$ cat src/rtl/alm_pkg.sv
// Shared types and default sizing for the ALM accumulation slice.
//   state_t   : accumulator FSM states
//   DEF_*     : default operand / accumulator / counter widths
package alm_pkg;

  localparam int unsigned DEF_N     = 16;
  localparam int unsigned DEF_ACC_W = 40;
  localparam int unsigned DEF_CNT_W = 8;

  typedef enum logic [1:0] {
    IDLE  = 2'd0,
    ACCUM = 2'd1,
    HOLD  = 2'd2
  } state_t;

endpackage

$ cat src/rtl/sat_add.sv
// Unsigned saturating adder.
//   a, b : W-bit unsigned operands
//   sum  : a+b, clamped to all-ones on carry-out
//   ovf  : carry-out of the unclamped addition
module sat_add #(
  parameter int unsigned W = 8
) (
  input  logic [W-1:0] a,
  input  logic [W-1:0] b,
  output logic [W-1:0] sum,
  output logic         ovf
);

  logic [W:0] full;

  assign full = {1'b0, a} + {1'b0, b};
  assign ovf  = full[W];
  assign sum  = full[W] ? '1 : full[W-1:0];

endmodule

$ cat src/rtl/alm_dot_accum.sv
// Saturating dot-product accumulator behind the ALM approximate multiplier.
//   clk, rst_n          : clock, synchronous active-low reset
//   in_valid/in_ready   : product beat handshake (in_ready low only in HOLD)
//   in_prod, in_last    : 2N-bit unsigned product, end-of-vector flag
//   clr                 : abort a partial accumulation (ignored in HOLD)
//   out_valid/out_ready : result handshake (out_valid high in HOLD)
//   out_acc/cnt/ovf     : registered sum, beat count, sticky saturation flag
module alm_dot_accum
  import alm_pkg::*;
#(
  parameter int unsigned N     = DEF_N,
  parameter int unsigned ACC_W = DEF_ACC_W,
  parameter int unsigned CNT_W = DEF_CNT_W
) (
  input  logic             clk,
  input  logic             rst_n,
  input  logic             in_valid,
  output logic             in_ready,
  input  logic [2*N-1:0]   in_prod,
  input  logic             in_last,
  input  logic             clr,
  output logic             out_valid,
  input  logic             out_ready,
  output logic [ACC_W-1:0] out_acc,
  output logic [CNT_W-1:0] out_cnt,
  output logic             out_ovf
);

  state_t           state, state_n;
  logic [ACC_W-1:0] acc, acc_n, acc_base, acc_sum;
  logic [CNT_W-1:0] cnt, cnt_n, cnt_base, cnt_sum;
  logic             ovf, ovf_n, acc_carry, cnt_carry, beat_ovf;
  logic [ACC_W-1:0] out_acc_n;
  logic [CNT_W-1:0] out_cnt_n;
  logic             out_ovf_n;
  logic             beat, take, fresh;

  // Handshake flags depend on state only.
  assign in_ready  = (state != HOLD);
  assign out_valid = (state == HOLD);
  assign beat      = in_valid && in_ready;
  assign take      = out_valid && out_ready;

  // A beat in IDLE starts a new vector: sum, count and flag restart from zero.
  assign fresh    = (state == IDLE);
  assign acc_base = fresh ? '0 : acc;
  assign cnt_base = fresh ? '0 : cnt;
  assign beat_ovf = (!fresh && ovf) || acc_carry || cnt_carry;

  sat_add #(.W(ACC_W)) u_acc_add (
    .a   (acc_base),
    .b   (ACC_W'(in_prod)),
    .sum (acc_sum),
    .ovf (acc_carry)
  );

  sat_add #(.W(CNT_W)) u_cnt_add (
    .a   (cnt_base),
    .b   (CNT_W'(1)),
    .sum (cnt_sum),
    .ovf (cnt_carry)
  );

  // State and datapath registers.
  always_ff @(posedge clk) begin
    if (!rst_n) begin
      state   <= IDLE;
      acc     <= '0;
      cnt     <= '0;
      ovf     <= 1'b0;
      out_acc <= '0;
      out_cnt <= '0;
      out_ovf <= 1'b0;
    end else begin
      state   <= state_n;
      acc     <= acc_n;
      cnt     <= cnt_n;
      ovf     <= ovf_n;
      out_acc <= out_acc_n;
      out_cnt <= out_cnt_n;
      out_ovf <= out_ovf_n;
    end
  end

  // Next-state and next-value logic.
  always_comb begin
    state_n   = state;
    acc_n     = acc;
    cnt_n     = cnt;
    ovf_n     = ovf;
    out_acc_n = out_acc;
    out_cnt_n = out_cnt;
    out_ovf_n = out_ovf;
    case (state)
      IDLE, ACCUM: begin
        // clr beats a coincident beat: the beat is dropped.
        if (clr) begin
          state_n = IDLE;
          acc_n   = '0;
          cnt_n   = '0;
          ovf_n   = 1'b0;
        end else if (beat) begin
          acc_n = acc_sum;
          cnt_n = cnt_sum;
          ovf_n = beat_ovf;
          if (in_last) begin
            state_n   = HOLD;
            out_acc_n = acc_sum;
            out_cnt_n = cnt_sum;
            out_ovf_n = beat_ovf;
          end else begin
            state_n = ACCUM;
          end
        end
      end
      HOLD: begin
        if (take) begin
          state_n = IDLE;
          acc_n   = '0;
          cnt_n   = '0;
          ovf_n   = 1'b0;
        end
      end
      default: begin
        state_n = IDLE;
        acc_n   = '0;
        cnt_n   = '0;
        ovf_n   = 1'b0;
      end
    endcase
  end

endmodule

$ cat config.mk
export PLATFORM = sky130hd
export DESIGN_NAME = alm_dot_accum
export DESIGN_NICKNAME = d
export VERILOG_FILES = /design/src/rtl/alm_pkg.sv /design/src/rtl/sat_add.sv /design/src/rtl/alm_dot_accum.sv
export SDC_FILE = /design/constraint.sdc
export NUM_CORES = 1
export LEC_CHECK = 0
export BUFFER_PORTS_ARGS = -buffer_cell sky130_fd_sc_hd__buf_4
export CAP_MARGIN = 20
export CORE_ASPECT_RATIO = 1.4
export CORE_UTILIZATION = 50
export CTS_BUF_LIST = sky130_fd_sc_hd__clkbuf_16
export DETAILED_ROUTE_END_ITERATION = 6
export PLACE_DENSITY = 0.71
export SKIP_CTS_REPAIR_TIMING = 1
export SKIP_LAST_GASP = 1
export SLEW_MARGIN = 20
export SYNTH_ARGS = -nofsm -noshare
export SYNTH_HDL_FRONTEND = slang
export SYNTH_SLANG_ARGS = --single-unit
$ cat constraint.sdc
create_clock -name clk -period 8.4 [get_ports clk]
set_input_delay 1.26 -clock clk [delete_from_list [all_inputs] [get_ports clk]]
set_output_delay 1.26 -clock clk [all_outputs]
set_load 0.05 [all_outputs]
# ---- Yosys cells after proc, flatten, opt, wreduce, memory -nomap -nowiden
# Index checks and enable logic that the tools add are counted.
# W data, S select, Z words.
dict set report totals {
  regBits 100
  word_cells 46
  out_inout_bits 51
  in_bits 38
}
dict set report classes {
  n_eq_ne 5
  reduce_logical 10
  n_mux 21
  n_bitwise 1
  add_sub_neg 2
}
# cell count
set op_table {}
lappend op_table {{$mux W40} 5}
lappend op_table {{$pmux W40 S2} 1}
lappend op_table {{$add A40 B32 Y41} 1}
lappend op_table {{$mux W8} 5}
lappend op_table {{$pmux W8 S2} 1}
lappend op_table {{$add A8 B1 Y9 const B} 1}
lappend op_table {{$mux W2} 4}
lappend op_table {{$pmux W2 S2} 1}
lappend op_table {{$reduce_and A4 Y1} 1}
lappend op_table {{$logic_and A1 B1 Y1} 3}
lappend op_table {{$mux W1} 3}
lappend op_table {{$ne A3 B3 Y1 const B} 1}
lappend op_table {{$eq A2 B1 Y1 const B} 1}
lappend op_table {{$eq A2 B2 Y1 const B} 1}
lappend op_table {{$logic_not A2 Y1} 1}
lappend op_table {{$logic_or A1 B1 Y1} 2}
lappend op_table {{$ne A2 B1 Y1 const B} 1}
lappend op_table {{$ne A2 B2 Y1 const B} 1}
lappend op_table {{$pmux W1 S2} 1}
lappend op_table {{$reduce_and A2 Y1} 1}
lappend op_table {{$reduce_or A2 Y1} 1}
lappend op_table {{$logic_not A1 Y1} 1}
lappend op_table {{$not A1 Y1} 1}

# ---- Logic depth before layout (Yosys ltp)
dict set report logic_depth {
  depth_word 8
  mapped_depth 16
  depth_no_buf 12
}

# ---- Cells and area by module
# From an unflattened synthesis, not the netlist that was laid out.
dict set report unflattened {
  hier_cells 840
  area_unflattened_um2 6814.0
}
# mod seq_area_each_um2 cells_per_inst area_per_inst_um2 instances
set by_module_without_submodules {}
lappend by_module_without_submodules {alm_dot_accum 2001.9 392 3748.6 1}
lappend by_module_without_submodules {{sat_add at u_acc_add} 0.0 399 2685.1 1}
lappend by_module_without_submodules {{sat_add at u_cnt_add} 0.0 49 380.4 1}

# ---- Worst setup path after synthesis
# No wires, ideal clock.
dict set report synth_timing {
  kind {reg-to-reg}
  startpoint {register state[0]}
  endpoint {register acc[34]}
  slack_ns 4.724
  arrival_time_ns 3.538
  path_stages_with_launch 15
  path_cell_list {dfxtp_1 > or2_2 > buf_6 > clkbuf_1 > clkbuf_1 > and2_1 > ha_1 > fa_1 > a211oi_1 > o21ai_2 > o21ai_1 > a211oi_2 > o41a_4 > a2111oi_1 > a2111oi_1}
}
dict set report synth_via {
  elab_chain_cells 7
  word_cells_on_any_way 16
  classes_between {1 x add/sub; 5 x eq/ne; 5 x mux; 5 x reduce/logical}
}
# item line_no
set synth_lines {}
lappend synth_lines {{start: declaration} alm_dot_accum.sv:29} ;# state_t state, state_n;
lappend synth_lines {{start signal: assignment} alm_dot_accum.sv:75} ;# state <= state_n;
lappend synth_lines {{$logic_not A2 Y1} {alm_dot_accum.sv:45, alm_dot_accum.sv:94}}
lappend synth_lines {{$mux W40} alm_dot_accum.sv:46} ;# assign acc_base = fresh ? '0 : acc;
lappend synth_lines {{$add A40 B32 Y41} sat_add.sv:16} ;# assign full = {1'b0, a} + {1'b0, b};
lappend synth_lines {{$mux W40} sat_add.sv:18} ;# assign sum = full[W] ? '1 : full[W-1:0];
lappend synth_lines {{$mux W40} alm_dot_accum.sv:102} ;# end else if (beat) begin
lappend synth_lines {{$mux W40} alm_dot_accum.sv:97} ;# if (clr) begin
lappend synth_lines {{$pmux W40 S2} alm_dot_accum.sv:94} ;# case (state)
lappend synth_lines {{end signal: assignment} alm_dot_accum.sv:76} ;# acc <= acc_n;
lappend synth_lines {{end: declaration} alm_dot_accum.sv:30} ;# logic [ACC_W-1:0] acc, acc_n, acc_base, acc_sum;
# Parallel ways exist; a longest one is shown, timed or not. The select of a mux whose other input is x is not followed.
# A chain may end at the register's enable or synchronous reset.

# ---- Final worst setup path
dict set report layout_timing {
  startpoint {register state[1]}
  endpoint {register out_ovf}
}
dict set report layout_via {
  elab_chain_cells 5
  word_cells_on_any_way 14
  classes_between {2 x add/sub; 2 x eq/ne; 2 x mux; 8 x reduce/logical}
}
# item line_no
set layout_lines {}
lappend layout_lines {{$logic_not A2 Y1} {alm_dot_accum.sv:45, alm_dot_accum.sv:94}}
lappend layout_lines {{$mux W40 or $logic_not A1 Y1 (tied branches)} {alm_dot_accum.sv:46, alm_dot_accum.sv:48}}
lappend layout_lines {{$add A40 B32 Y41 or $logic_and A1 B1 Y1 (tied branches)} {sat_add.sv:16, alm_dot_accum.sv:48}}
lappend layout_lines {{$logic_or A1 B1 Y1 (2 in a row)} alm_dot_accum.sv:48} ;# assign beat_ovf = (!fresh && ovf) || acc_carry || cnt_carry;
lappend layout_lines {{end signal: assignment} alm_dot_accum.sv:81} ;# out_ovf <= out_ovf_n;
lappend layout_lines {{end: declaration} alm_dot_accum.sv:26} ;# output logic out_ovf
# Parallel ways exist; a longest one is shown, timed or not.

==> key figures <==
Timing
  – Fin crit share: 52.8%
  – Fin crit period: approximately 4.4 ns
  – Setup Skew: 0.00970 ns
  – Final setup vio count: 0
  – FMAX: between 200 and 250 MHz
  – RSZ-0062 raised after global routing: false
  – Setup WS post-layout: 3.96 ns
  – Slew @ Worst Pin: between 1 and 1.5 ns
  – Count of final max-slew check failures: 0
  – Slew headroom: 29.7%
  – Worst hold margin: ~0.45 ns
  – Hold Fails Final Rpt: 0
  – Final setup TNS: 0 ns

Pwr
  – VDD IR max: ~0.091 mV
  – Power Density: 149 nW/um^2
  – Leak: between 2 and 3 nW

Clock tree
  – CTS clock-pin slew for the worst setup and hold paths: roughly 0.070 ns
  – Num CTS Buffers: 9
  – Clk sinks: 100
  – H-tree lvl count: 3
  – CTS tree: yes
  – Clk_lat worst skew: 0.35 ns
  – CTS max path bufs: 2
  – Clock root buffer master: clkbuf_16

Worst setup path
  – Worst Path Max Fanout: 53
  – CP top delay family: compound AO/OA/AOI/OAI gates
  – Slowest cell on crit path: o41ai_2
  – R2R Setup Slk: 3.96 ns
  – Crit-path cells: or2_2 -> and2_1 -> ha_1 -> fa_1 -> a211oi_1 -> o21ai_2 -> o21ai_1 -> a211oi_2 -> o41ai_2 -> a31oi_1 -> a21oi_1 -> nor2_1
  – Critical Path RT: roughly 8.6 ns
  – Critical Path Source Type: flop
  – CP max stage delay: 0.86 ns
  – Worst setup EP type: flop
  – CP arrival: about 4.7 ns
  – Buf/Inv on CP: 0
  – CP Class: reg -> reg

Floorplan
  – Starting Density: between 50 and 60%
  – Die area: 13200 um^2
  – Placement Rows: 48
  – IO Pins: 89
  – Die H: 136 um
  – Core area: 12400 um^2
  – DIE WIDTH: slightly below 100 um

Place
  – Final GP Congestion: 0.915
  – PortBufs: 88
  – HPWL after DPL: around 13000 um
  – Pre-CTS WS: 3.96 ns
  – Cell Area, Placed: 6990 um^2

Routing
  – Iter 0 DRT Violations: approximately 440
  – ANT nets after route: 0
  – # DRC: 0
  – Pre-antenna DRT Iters: 5
  – Vias per inst: 6.13
  – WL final: between 15000 and 20000 um
  – Via count: 6280
  – Drt wl/cell: 17.8 um

Global route
  – Tot GR Track Use: 27.9%
  – Maximum number of pins on one net before global-route repair: 61
  – Total gr overflow: 0
  – Antenna violations before repair: 0
  – Global-route wire length before repair: 29900 um
  – Vias in the first global route: 6148

Synthesis
  – Number of synthesized flops with an enable pin: 0
  – Synth async-reset ratio: 0%
  – Register area share after synthesis: 31.3%
  – Syn Std Cell Area: 6390 um^2
  – Unique masters post-synth: 79
  – Mapped Nets: 896
  – Synth warnings: 0
  – Avg Inst Size Synth: just under 8 um^2
  – Seq cells post-synth: 100
  – Mapped Cells: around 820
  – Ys flop type: dfxtp_1

Cells and area
  – Fillcell total: 1173
  – Layout cell share with drive strength beyond 1: 16.3%
  – Final Cell Area: 7250 um^2
  – Fin nets: roughly 940
  – Ant. Diodes: 0
  – Post-layout utilization of the core: just under 60%
  – Layout area overhead: 13.5%

Worst hold path
  – Hold WC Path Type: reg -> reg

Status
  – Outcome: finished clean

Job
  – Max-capacitance violation count: 0
[placed cells by master (no fill, tap or decap), drive strengths merged, types with 4 or more instances in the layout]
cell type,count
and2,40
a211oi,12
xnor2,20
nand3,30
nand4,7
o211ai,5
o22ai,4
o21a,5
a21o,13
clkbuf,9
a21oi,89
a311oi,8
inv,16
nor3,54
xor2,16
and3,8
nand2,73
ha,33
dfxtp,100
a2111oi,4
o31ai,5
o21ai,82
buf,92
nor2,84
a31oi,9
a22oi,7
nor4,6
[worst min-delay path, stage by stage, from the launching register on]
cell     delay (ns)
dfxtp_1        0.31
nand2_1        0.05
a21oi_1        0.05
[registers in the layout, summed over array words and instances, names as in the netlist]
| register | cells |
|---|---|
| cnt | 8 |
| state | 2 |
| acc | 40 |
| out_acc | 40 |
| out_ovf | 1 |
| ovf | 1 |
| out_cnt | 8 |
[synth_stat cells (all sizes together), types with 2 or more instances]
cell     count  area [um^2]
nand3       30          155
a31oi        9         56.3
o21ai       82          418
and4         3         26.3
nor2        84          318
nand2b       3         18.8
xnor2       20          175
a21boi       2         18.8
xor2        16          140
o2111a       2         22.5
o211ai       5         37.5
and2        40          250
a31o         2         17.5
o31ai        5         42.5
a21oi       89          457
o22ai        4         38.8
nand2       73          277
o21bai       3         22.5
a211oi      12          110
mux2         2         22.5
ha          33          413
dfxtp      100         2000
a22oi        7         52.6
clkbuf      37          169
o211a        2         20.0
nand4        7         43.8
and3         8         50.1
nor4         6         58.8
buf         17          120
nand4b       3         26.3
a21o        13          100
inv         13         48.8
a311oi       8         82.6
a2111oi      4         45.0
o21a         5         37.5
o221ai       2         17.5
nor3        54          275
[kinds of logic (layout without fill, tap and decap cells)]
logic type / after synthesis / count (layout) / share of synthesized area (%)
simple gates: 317 / 317 / 24.2
compound gates: 265 / 265 / 26.7
flops: 100 / 100 / 31.3
buf+inv: 69 / 120 / 5.62
xor+xnor: 36 / 36 / 4.93
fa+ha+maj: 34 / 34 / 6.78
mux: 3 / 3 / 0.509
[metal layers]
| metal | global-route usage [%] | share of wire [%] |
|---|---|---|
| met1 | 32.3 | 41 |
| met2 | 51.2 | 51 |
| met3 | 3.51 | 5.0 |
| met4 | 12.0 | 2.7 |
| met5 | 0 | 0 |
[stage by stage]
| stage | power, mW | std cells |
|---|---|---|
| after CTS | 1.09 | 1025 |
| after floorplan | 0.643 | 824 |
| after global routing | 1.13 | 1025 |
| final | 1.08 | 1025 |
| after detailed placement | 0.701 | 1010 |
| after global placement | 0.698 | 1010 |
[worst paths after layout]
path | start | end | cells after the start
max reg2reg | state[1] | out_ovf | 12
max | state[1] | out_ovf | 12
min | acc[6] | acc[6] | 2
min reg2reg | acc[6] | acc[6] | 2
[report_power, final]
group,switching (mW),leakage (nW),internal (mW)
combinational,0.130,1.98,0.0611
clock,0.191,0.137,0.200
sequential,0.00949,0.814,0.491
[final cells by class]
cell class	instances	area (um^2)	area share (%)
clock buffers	9	225	3.10
clock inverters	6	40.0	0.552
inverters	13	48.8	0.673
multi-input cells	655	4060	56.0
flip-flops and latches	100	2000	27.6
well taps	150	188	2.59
repair buffers	92	691	9.52
(Power assumes the default switching activity.)
